## src/rtl/traffic_pkg.sv

```systemverilog
// Shared types and constants for the intersection traffic phase controller.
// Light index order is north, east, south, west.
package traffic_pkg;

  typedef enum logic [2:0] {
    NS_GREEN = 3'd0,
    NS_CLEAR = 3'd1,
    EW_GREEN = 3'd2,
    EW_CLEAR = 3'd3,
    HOLD     = 3'd4
  } phase_e;

  localparam logic [3:0] GREEN_NS   = 4'b0101;
  localparam logic [3:0] GREEN_EW   = 4'b1010;
  localparam logic [3:0] GREEN_NONE = 4'b0000;

  localparam int unsigned N = 0;
  localparam int unsigned E = 1;
  localparam int unsigned S = 2;
  localparam int unsigned W = 3;

  function automatic logic [3:0] green_mask(input phase_e p);
    logic [3:0] m;
    m = GREEN_NONE;
    if (p == NS_GREEN) m = GREEN_NS;
    if (p == EW_GREEN) m = GREEN_EW;
    return m;
  endfunction

  function automatic logic is_green(input phase_e p);
    return (p == NS_GREEN) || (p == EW_GREEN);
  endfunction

endpackage

```

## src/rtl/tick_timer.sv

```systemverilog
// Saturating tick counter, cleared on state entry.
// Clear takes priority over a same-cycle tick.
module tick_timer #(
  parameter int unsigned TIMER_W = 6
) (
  input  logic               dclk,
  input  logic               clr_n,
  input  logic               clear,
  input  logic               tick,
  output logic [TIMER_W-1:0] count
);

  localparam logic [TIMER_W-1:0] SAT = '1;
  localparam logic [TIMER_W-1:0] ONE = TIMER_W'(1);

  logic [TIMER_W-1:0] count_q;
  logic [TIMER_W-1:0] count_d;

  always_comb begin
    count_d = count_q;
    if (clear) begin
      count_d = '0;
    end else if (tick && (count_q != SAT)) begin
      count_d = count_q + ONE;
    end
  end

  always_ff @(posedge dclk) begin
    if (!clr_n) begin
      count_q <= '0;
    end else begin
      count_q <= count_d;
    end
  end

  assign count = count_q;

endmodule

```

## src/rtl/traffic_phase_controller.sv

```systemverilog
// Actuated NS/EW traffic phase sequencer with all-red clearance and halt.
// Outputs are registered from next-state so lights change with the state.
module traffic_phase_controller
  import traffic_pkg::*;
#(
  parameter int unsigned TIMER_W     = 6,
  parameter int unsigned MIN_GREEN   = 3,
  parameter int unsigned NOM_GREEN   = 8,
  parameter int unsigned MAX_GREEN   = 16,
  parameter int unsigned CLEAR_TICKS = 2
) (
  input  logic               dclk,
  input  logic               clr_n,
  input  logic               tick,
  input  logic [3:0]         sensor,
  input  logic               force_change,
  input  logic               halt,
  output logic [3:0]         green,
  output logic               all_red,
  output logic [2:0]         phase,
  output logic               phase_change,
  output logic [TIMER_W-1:0] timer
);

  localparam int unsigned TMAX = (1 << TIMER_W) - 1;

  if ((MIN_GREEN < 1) || (MIN_GREEN > NOM_GREEN) ||
      (NOM_GREEN > MAX_GREEN) || (MAX_GREEN > TMAX) ||
      (CLEAR_TICKS < 1)) begin : g_bad_cfg
    $error("traffic_phase_controller: illegal timing parameters");
  end

  localparam logic [TIMER_W:0] MIN_E = (TIMER_W + 1)'(MIN_GREEN);
  localparam logic [TIMER_W:0] NOM_E = (TIMER_W + 1)'(NOM_GREEN);
  localparam logic [TIMER_W:0] MAX_E = (TIMER_W + 1)'(MAX_GREEN);
  localparam logic [TIMER_W:0] CLR_E = (TIMER_W + 1)'(CLEAR_TICKS);
  localparam logic [TIMER_W:0] ONE_E = (TIMER_W + 1)'(1);

  phase_e             state_q, state_d;
  logic [3:0]         demand_q, demand_d;
  logic               force_q, force_d;
  logic [3:0]         green_q, green_d;
  logic               all_red_q, all_red_d;
  logic               pchg_q, pchg_d;
  logic [TIMER_W-1:0] timer_q;
  logic [TIMER_W:0]   elapsed;
  logic               opp_dem;
  logic               clr_done;
  logic               grn_done;
  logic               changed;

  tick_timer #(
    .TIMER_W (TIMER_W)
  ) u_timer (
    .dclk  (dclk),
    .clr_n (clr_n),
    .clear (changed),
    .tick  (tick),
    .count (timer_q)
  );

  always_comb begin
    elapsed = {1'b0, timer_q} + ONE_E;
    opp_dem = (state_q == NS_GREEN) ?
              (demand_q[E] | demand_q[W]) :
              (demand_q[N] | demand_q[S]);
    clr_done = tick && (elapsed == CLR_E);
    grn_done = tick && ((elapsed >= MAX_E) ||
               ((elapsed >= NOM_E) && opp_dem) ||
               ((elapsed >= MIN_E) && force_q));
  end

  always_comb begin
    state_d = state_q;
    if (halt) begin
      state_d = HOLD;
    end else begin
      unique case (state_q)
        NS_GREEN: if (grn_done) state_d = NS_CLEAR;
        NS_CLEAR: if (clr_done) state_d = EW_GREEN;
        EW_GREEN: if (grn_done) state_d = EW_CLEAR;
        EW_CLEAR: if (clr_done) state_d = NS_GREEN;
        HOLD:     state_d = EW_CLEAR;
        default:  state_d = EW_CLEAR;
      endcase
    end
  end

  always_comb begin
    changed  = (state_d != state_q);
    demand_d = demand_q | sensor;
    // Serving a direction discards any request that arrives on entry.
    if (changed && (state_d == NS_GREEN)) begin
      demand_d[N] = 1'b0;
      demand_d[S] = 1'b0;
    end
    if (changed && (state_d == EW_GREEN)) begin
      demand_d[E] = 1'b0;
      demand_d[W] = 1'b0;
    end
    force_d = 1'b0;
    if (!changed && is_green(state_q)) begin
      force_d = force_q | force_change;
    end
    green_d   = green_mask(state_d);
    all_red_d = (green_d == GREEN_NONE);
    pchg_d    = changed;
  end

  always_ff @(posedge dclk) begin
    if (!clr_n) begin
      state_q   <= EW_CLEAR;
      demand_q  <= 4'b0000;
      force_q   <= 1'b0;
      green_q   <= GREEN_NONE;
      all_red_q <= 1'b1;
      pchg_q    <= 1'b0;
    end else begin
      state_q   <= state_d;
      demand_q  <= demand_d;
      force_q   <= force_d;
      green_q   <= green_d;
      all_red_q <= all_red_d;
      pchg_q    <= pchg_d;
    end
  end

  assign green        = green_q;
  assign all_red      = all_red_q;
  assign phase        = state_q;
  assign phase_change = pchg_q;
  assign timer        = timer_q;

endmodule
```

## config.mk

```make
export PLATFORM = sky130hd
export DESIGN_NAME = traffic_phase_controller
export DESIGN_NICKNAME = d
export VERILOG_FILES = /design/src/rtl/traffic_pkg.sv /design/src/rtl/tick_timer.sv /design/src/rtl/traffic_phase_controller.sv
export SDC_FILE = /design/constraint.sdc
export NUM_CORES = 1
export LEC_CHECK = 0
export CAP_MARGIN = 0
export CORE_UTILIZATION = 25
export CTS_CLUSTER_DIAMETER = 40
export CTS_CLUSTER_SIZE = 28
export DETAILED_ROUTE_END_ITERATION = 7
export PLACE_DENSITY = 0.53
export SLEW_MARGIN = 0
export SYNTH_ARGS = -nofsm -noshare
export SYNTH_HDL_FRONTEND = slang
export SYNTH_SLANG_ARGS = --single-unit
export TNS_END_PERCENT = 30
```

## constraint.sdc

```tcl
create_clock -name dclk -period 5.6 [get_ports dclk]
set_input_delay 1.12 -clock dclk [delete_from_list [all_inputs] [get_ports dclk]]
set_output_delay 1.12 -clock dclk [all_outputs]
set_load 0.02 [all_outputs]
```

# --- Word level (Yosys, flattened, before mapping) ---
# Index checks and enable logic that the tools add are counted.
classes:
  add_sub_neg: 2
  multipliers: 0
  n_div: 0
  order_cmp: 3
  eq_ne: 7
  n_shift: 0
  muxes: 9
  bitwise_logic: 5
  reduce_logical: 19
ops:
  columns: ["cell", "count"]
  rows:
  - ["two-way mux 3 bit", 6]
  - ["one-hot mux 3 bit (4 select lines)", 1]
  - ["equality test 3 x 2 -> 1 bit (second input constant)", 3]
  - ["logical AND 1 bit", 8]
  - ["adder 6 x 1 -> 7 bit (second input constant)", 1]
  - ["equality test 7 x 2 -> 1 bit (second input constant)", 1]
  - ["greater-or-equal comparator 7 x 2 -> 1 bit (second input constant)", 1]
  - ["greater-or-equal comparator 7 x 4 -> 1 bit (second input constant)", 1]
  - ["greater-or-equal comparator 7 x 5 -> 1 bit (second input constant)", 1]
  - ["adder 6 x 1 -> 6 bit (second input constant)", 1]
  - ["zero test 3 bit", 2]
  - ["inequality test 6 bit (second input constant)", 1]
  - ["OR reduction 2 bit", 3]
  - ["zero test 4 bit", 1]
  - ["two-way mux 4 bit", 1]
  - ["bitwise OR 4 bit", 1]
  - ["equality test 3 x 1 -> 1 bit (second input constant)", 1]
  - ["logical OR 1 bit", 3]
  - ["inequality test 3 bit", 1]
  - ["bitwise OR 1 bit", 3]
  - ["AND reduction 2 bit", 1]
  - ["zero test 1 bit", 1]
  - ["two-way mux 1 bit", 1]
  - ["NOT 1 bit", 1]
totals:
  regBits: 20
  latchBits: 0
  ram_bits: 0
  mem_bits_ro: 0
  input_bits: 9
  memories: 0

# --- Depth between registers and ports, before layout ---
depth:
  depth_word: 13
  mapped_depth: 8
  mapped_depth_nobuf: 8

# --- Cells and area by module ---
# A second synthesis with hierarchy kept.
hier_totals:
  hier_cells: 109
  hier_area_um2: 970.9
modules_own_cells:
  columns: ["module", "n_inst", "cells_per_inst", "area_each_um2", "seq_area_each_um2"]
  rows:
  - ["traffic_phase_controller", 1, 74, 653.1, 240.2]
  - ["tick_timer", 1, 35, 317.8, 120.1]

# --- Worst setup path before layout ---
# No wires, ideal clock.
synth_timing:
  path_kind: "input-to-reg"
  from: "input tick"
  to: "register demand_q[3]"
  t_arrival_ns: 2.408
  t_required_ns: 5.470
  slack_ns: 3.062
  cell_stages: 5
  path_buffers: 0
  path_cell_list: "o2111ai_1 -> a211oi_1 -> mux2_2 -> o41ai_1 -> nor2_1"
synth_via:
  elab_chain_len: 7
synth_rtl:
  columns: ["element", "line_no", "source"]
  rows:
  - ["start, declared", "traffic_phase_controller.sv:14", "input logic tick,"]
  - ["logical AND 1 bit, on equally long branches", "traffic_phase_controller.sv:67, traffic_phase_controller.sv:68", null]
  - ["two-way mux 3 bit, on equally long branches", null, null]
  - ["one-hot mux 3 bit (4 select lines) *", "traffic_phase_controller.sv:78", "unique case (state_q)"]
  - ["two-way mux 3 bit *", "traffic_phase_controller.sv:75", "if (halt) begin"]
  - ["inequality test 3 bit / equality test 3 x 2 -> 1 bit (equally long branches)", "traffic_phase_controller.sv:90, traffic_phase_controller.sv:97", null]
  - ["logical AND 1 bit *", "traffic_phase_controller.sv:97", "if (changed && (state_d == EW_GREEN)) begin"]
  - ["OR reduction 2 bit (no line) *", null, null]
  - ["end signal, assigned", "traffic_phase_controller.sv:120", "demand_q <= demand_d;"]
  - ["end, declared", "traffic_phase_controller.sv:40", "logic [3:0] demand_q, demand_d;"]
# Mark *: on every way between the ends. The rest lies on a longest branch, timed or not.
# A chain may end at the register's enable or synchronous reset.

# --- Final worst setup path ---
# Same ends and word-level chain as after synthesis.

==> impl_results.rst <==
.. list-table::
   :header-rows: 1

   * - Metric
     - Value
   * - Status
     - finished clean
   * - Die outline area
     - 0.004106 mm^2
   * - Combined global-route utilization of all metal layers
     - 11.31%
   * - Crit path DAT
     - 3.25 ns
   * - Total inserted antenna cells
     - 0
   * - Share of async-settable or async-resettable flops after synthesis
     - 0%
   * - Fraction of final layout cells with drive strength greater than 1
     - 8.759%
   * - Routability-driven placement congestion ratio
     - 0.8601
   * - Relative contribution of the clock network to total power
     - 36.8%
   * - F_max
     - 0.3209 GHz
   * - Starting density of the core
     - 26.12%
   * - Vias post-DR
     - 899
   * - Most common cell after layout, fill and taps aside
     - clkdlybuf4s50_1
   * - Most instantiated flip-flop cell in the synthesis netlist
     - dfxtp_1
   * - Standard-cell row count
     - 22
   * - CTS buffer count
     - 3
   * - Antenna violations before repair
     - 0
   * - Area of the core region
     - 0.003689 mm^2
   * - Final Skew
     - 0.002269 ns
   * - Sequential cell area fraction in the yosys report
     - 37.40%
   * - Via/cell ratio
     - 4.859
   * - Maximum VDD drop
     - 0.08588 mV
   * - DRT antenna net count
     - 0
   * - Kind of critical path
     - in2reg
   * - Cells after Synth
     - 114
   * - Setup TNS Final
     - 0 ns
   * - X dimension of the die
     - 64.08 um
   * - Root buf cell
     - clkbuf_8
   * - Cell type with the largest total area after synthesis
     - dfxtp_1
   * - CP Launch Type
     - primary input
   * - Ys Warns
     - 0
   * - Largest net degree at the start of global routing
     - 14
   * - Most used cells in the layout excluding fill and tap cells
     - clkdlybuf4s50_1, dfxtp_1, nor2_1
   * - Ports
     - 24
   * - Worst-margin pin slew
     - 0.5899 ns
   * - PwrDens
     - 229.6 mW/mm^2
   * - Clock transition time at the flip-flop clock pins of the worst setup and hold paths
     - 0.07 ns
   * - Syn_area_per_cell
     - 8.451 um^2
   * - Post-synth EDFFs
     - 0
   * - Count of TritonRoute iterations in the first routing pass
     - 4
   * - Post-CTS Hold Fix Bufs
     - 0
   * - Final setup vio count
     - 0
   * - Hold/Removal Path Class
     - reg2reg
   * - Number of H-tree branching levels
     - 1
   * - 1st-iter DRT viols
     - 14
   * - Worst setup slack for register-to-register paths
     - 2.82 ns
   * - Die span in y
     - 64.08 um
   * - Number of nets in the layout
     - 150
   * - TritonCTS clock tree
     - done
   * - Top cells by area, synth
     - dfxtp_1, nor2_1, ha_1, a21oi_1, o21ai_0
   * - Slew margin rel.
     - 60.52%
   * - Area after detailed placement
     - 0.001230 mm^2
   * - Total global routing overflow
     - 0
   * - Portion of synthesized cell area occupied by the leading cell type
     - 37.40%
   * - Internal
     - 0.2196 mW
   * - Post-synthesis cell type count
     - 40
   * - Wire length of the first global-routing pass
     - 3588 um
   * - Combinational fraction of design power
     - 15.6%
   * - Fin. Hold Viols
     - 0
   * - Req. time, crit path
     - 5.74 ns
   * - CTS max path bufs
     - 2
   * - Minimum clock period after layout
     - 3.116 ns
   * - Number of max-cap violations
     - 0
   * - Input/output buffers
     - 23
   * - Filler instances
     - 400
   * - Net switching fraction of the power
     - 25.58%
   * - Area growth syn-to-layout
     - 33.38%
   * - Post-CTS Repair Setup Buffers
     - 0
   * - Resized cells post-CTS
     - 0
   * - Aggregate routed wire length
     - 2149 um
   * - Net switching power
     - 0.07548 mW
   * - Total leakage power
     - 0.4654 nW
   * - Vias in the first global route
     - 758
   * - Cell area after synthesis
     - 963.4 um^2
   * - Crit end category
     - flip-flop
   * - Highest net fanout along the worst path
     - 8
   * - Setup repair after global routing missed its margin
     - false
   * - Fraction of power consumed by sequential logic
     - 47.6%
   * - Num Clock Sinks
     - 18
   * - Number of slew-limit violations in the final report
     - 0
   * - # DRC
     - 0
   * - Net count of the mapped netlist
     - 126
   * - Final instance area
     - 0.001285 mm^2
   * - Flip-flop and latch count after synthesis
     - 18
   * - Final period utilization
     - 55.65%
   * - Wirelength per Cell
     - 11.62 um
   * - Post-DP HPWL
     - 1605 um
   * - Clock latency of the later-clocked register in the worst-skew pair
     - 0.26 ns
-- registers in the layout, summed over array words and instances (netlist names) --
register       count
all_red            1
force_q            1
phase_change       1
demand_q           4
u_timer.count      6
green              2
phase              3
-- cells in the mapped netlist (all sizes together), types with 4 or more instances --
master / n
inv: 5
nor3: 4
nand2: 6
nand3: 4
nor2: 16
a21oi: 6
dfxtp: 18
o21ai: 6
-- power by group through the flow --
stage	Sequential, mW	Combinational (mW)	Clock, mW
after global placement	0.143	0.0460	0
after CTS	0.140	0.0462	0.111
final	0.140	0.0460	0.109
after floorplan	0.146	0.0240	0
after global routing	0.141	0.0507	0.117
after detailed placement	0.143	0.0460	0
-- kinds of logic after synthesis --
group           synth area share, %
fa+ha+maj                     3.897
flops                         37.40
compound gates                21.30
simple gates                  27.02
mux                           3.247
buf+inv                       4.414
xor+xnor                      2.728
-- cell type report --
cell class / count / area [um^2] / area share, %
inverters: 5 / 18.77 / 1.461
clock buffers: 4 / 55.05 / 4.284
multi-input cells: 87 / 560.5 / 43.62
flip-flops and latches: 18 / 360.3 / 28.04
well taps: 48 / 60.06 / 4.674
repair buffers: 23 / 230.2 / 17.92
-- path summary, 6_finish.rpt --
| kind | start | to | cells past startpoint |
|---|---|---|---|
| min | demand_q[3] | demand_q[3] | 2 |
| max | tick | demand_q[3] | 6 |
| max reg2reg | u_timer.count[0] | demand_q[3] | 7 |
| min reg2reg | demand_q[3] | demand_q[3] | 2 |
-- critical path: stages --
cell,delay (ns)
clkdlybuf4s50_1,0.61
o2111ai_1,0.20
a211oi_1,0.38
mux2_2,0.40
o41ai_1,0.45
nor2_1,0.09
-- stage by stage --
step           setup slack, ns  power, mW  instances  utilization [%]  hold slack, ns
2_1_floorplan            3.062     0.1700        114                -          0.4329
3_3_place_gp             2.305     0.1894        181            33.34          0.4538
3_5_place_dp             2.231     0.1893        181            33.34          0.4625
4_1_cts                  2.495     0.2973        185            34.84          0.4786
5_1_grt                  2.316     0.3091        185            34.84          0.5231
6_report                 2.484     0.2951        185            34.84          0.4705
-- routing by layer --
| metal | global-route usage (%) | vias to the layer above | share of wire (%) |
|---|---|---|---|
| met5 | 0 | - | 0 |
| met4 | 7.670 | 0 | 2.5 |
| met3 | 1.786 | 4 | 2.4 |
| met2 | 16.36 | 12 | 44 |
| met1 | 15.23 | 419 | 51 |
| li1 | - | 464 | - |
Power figures use the tool's default switching activity.
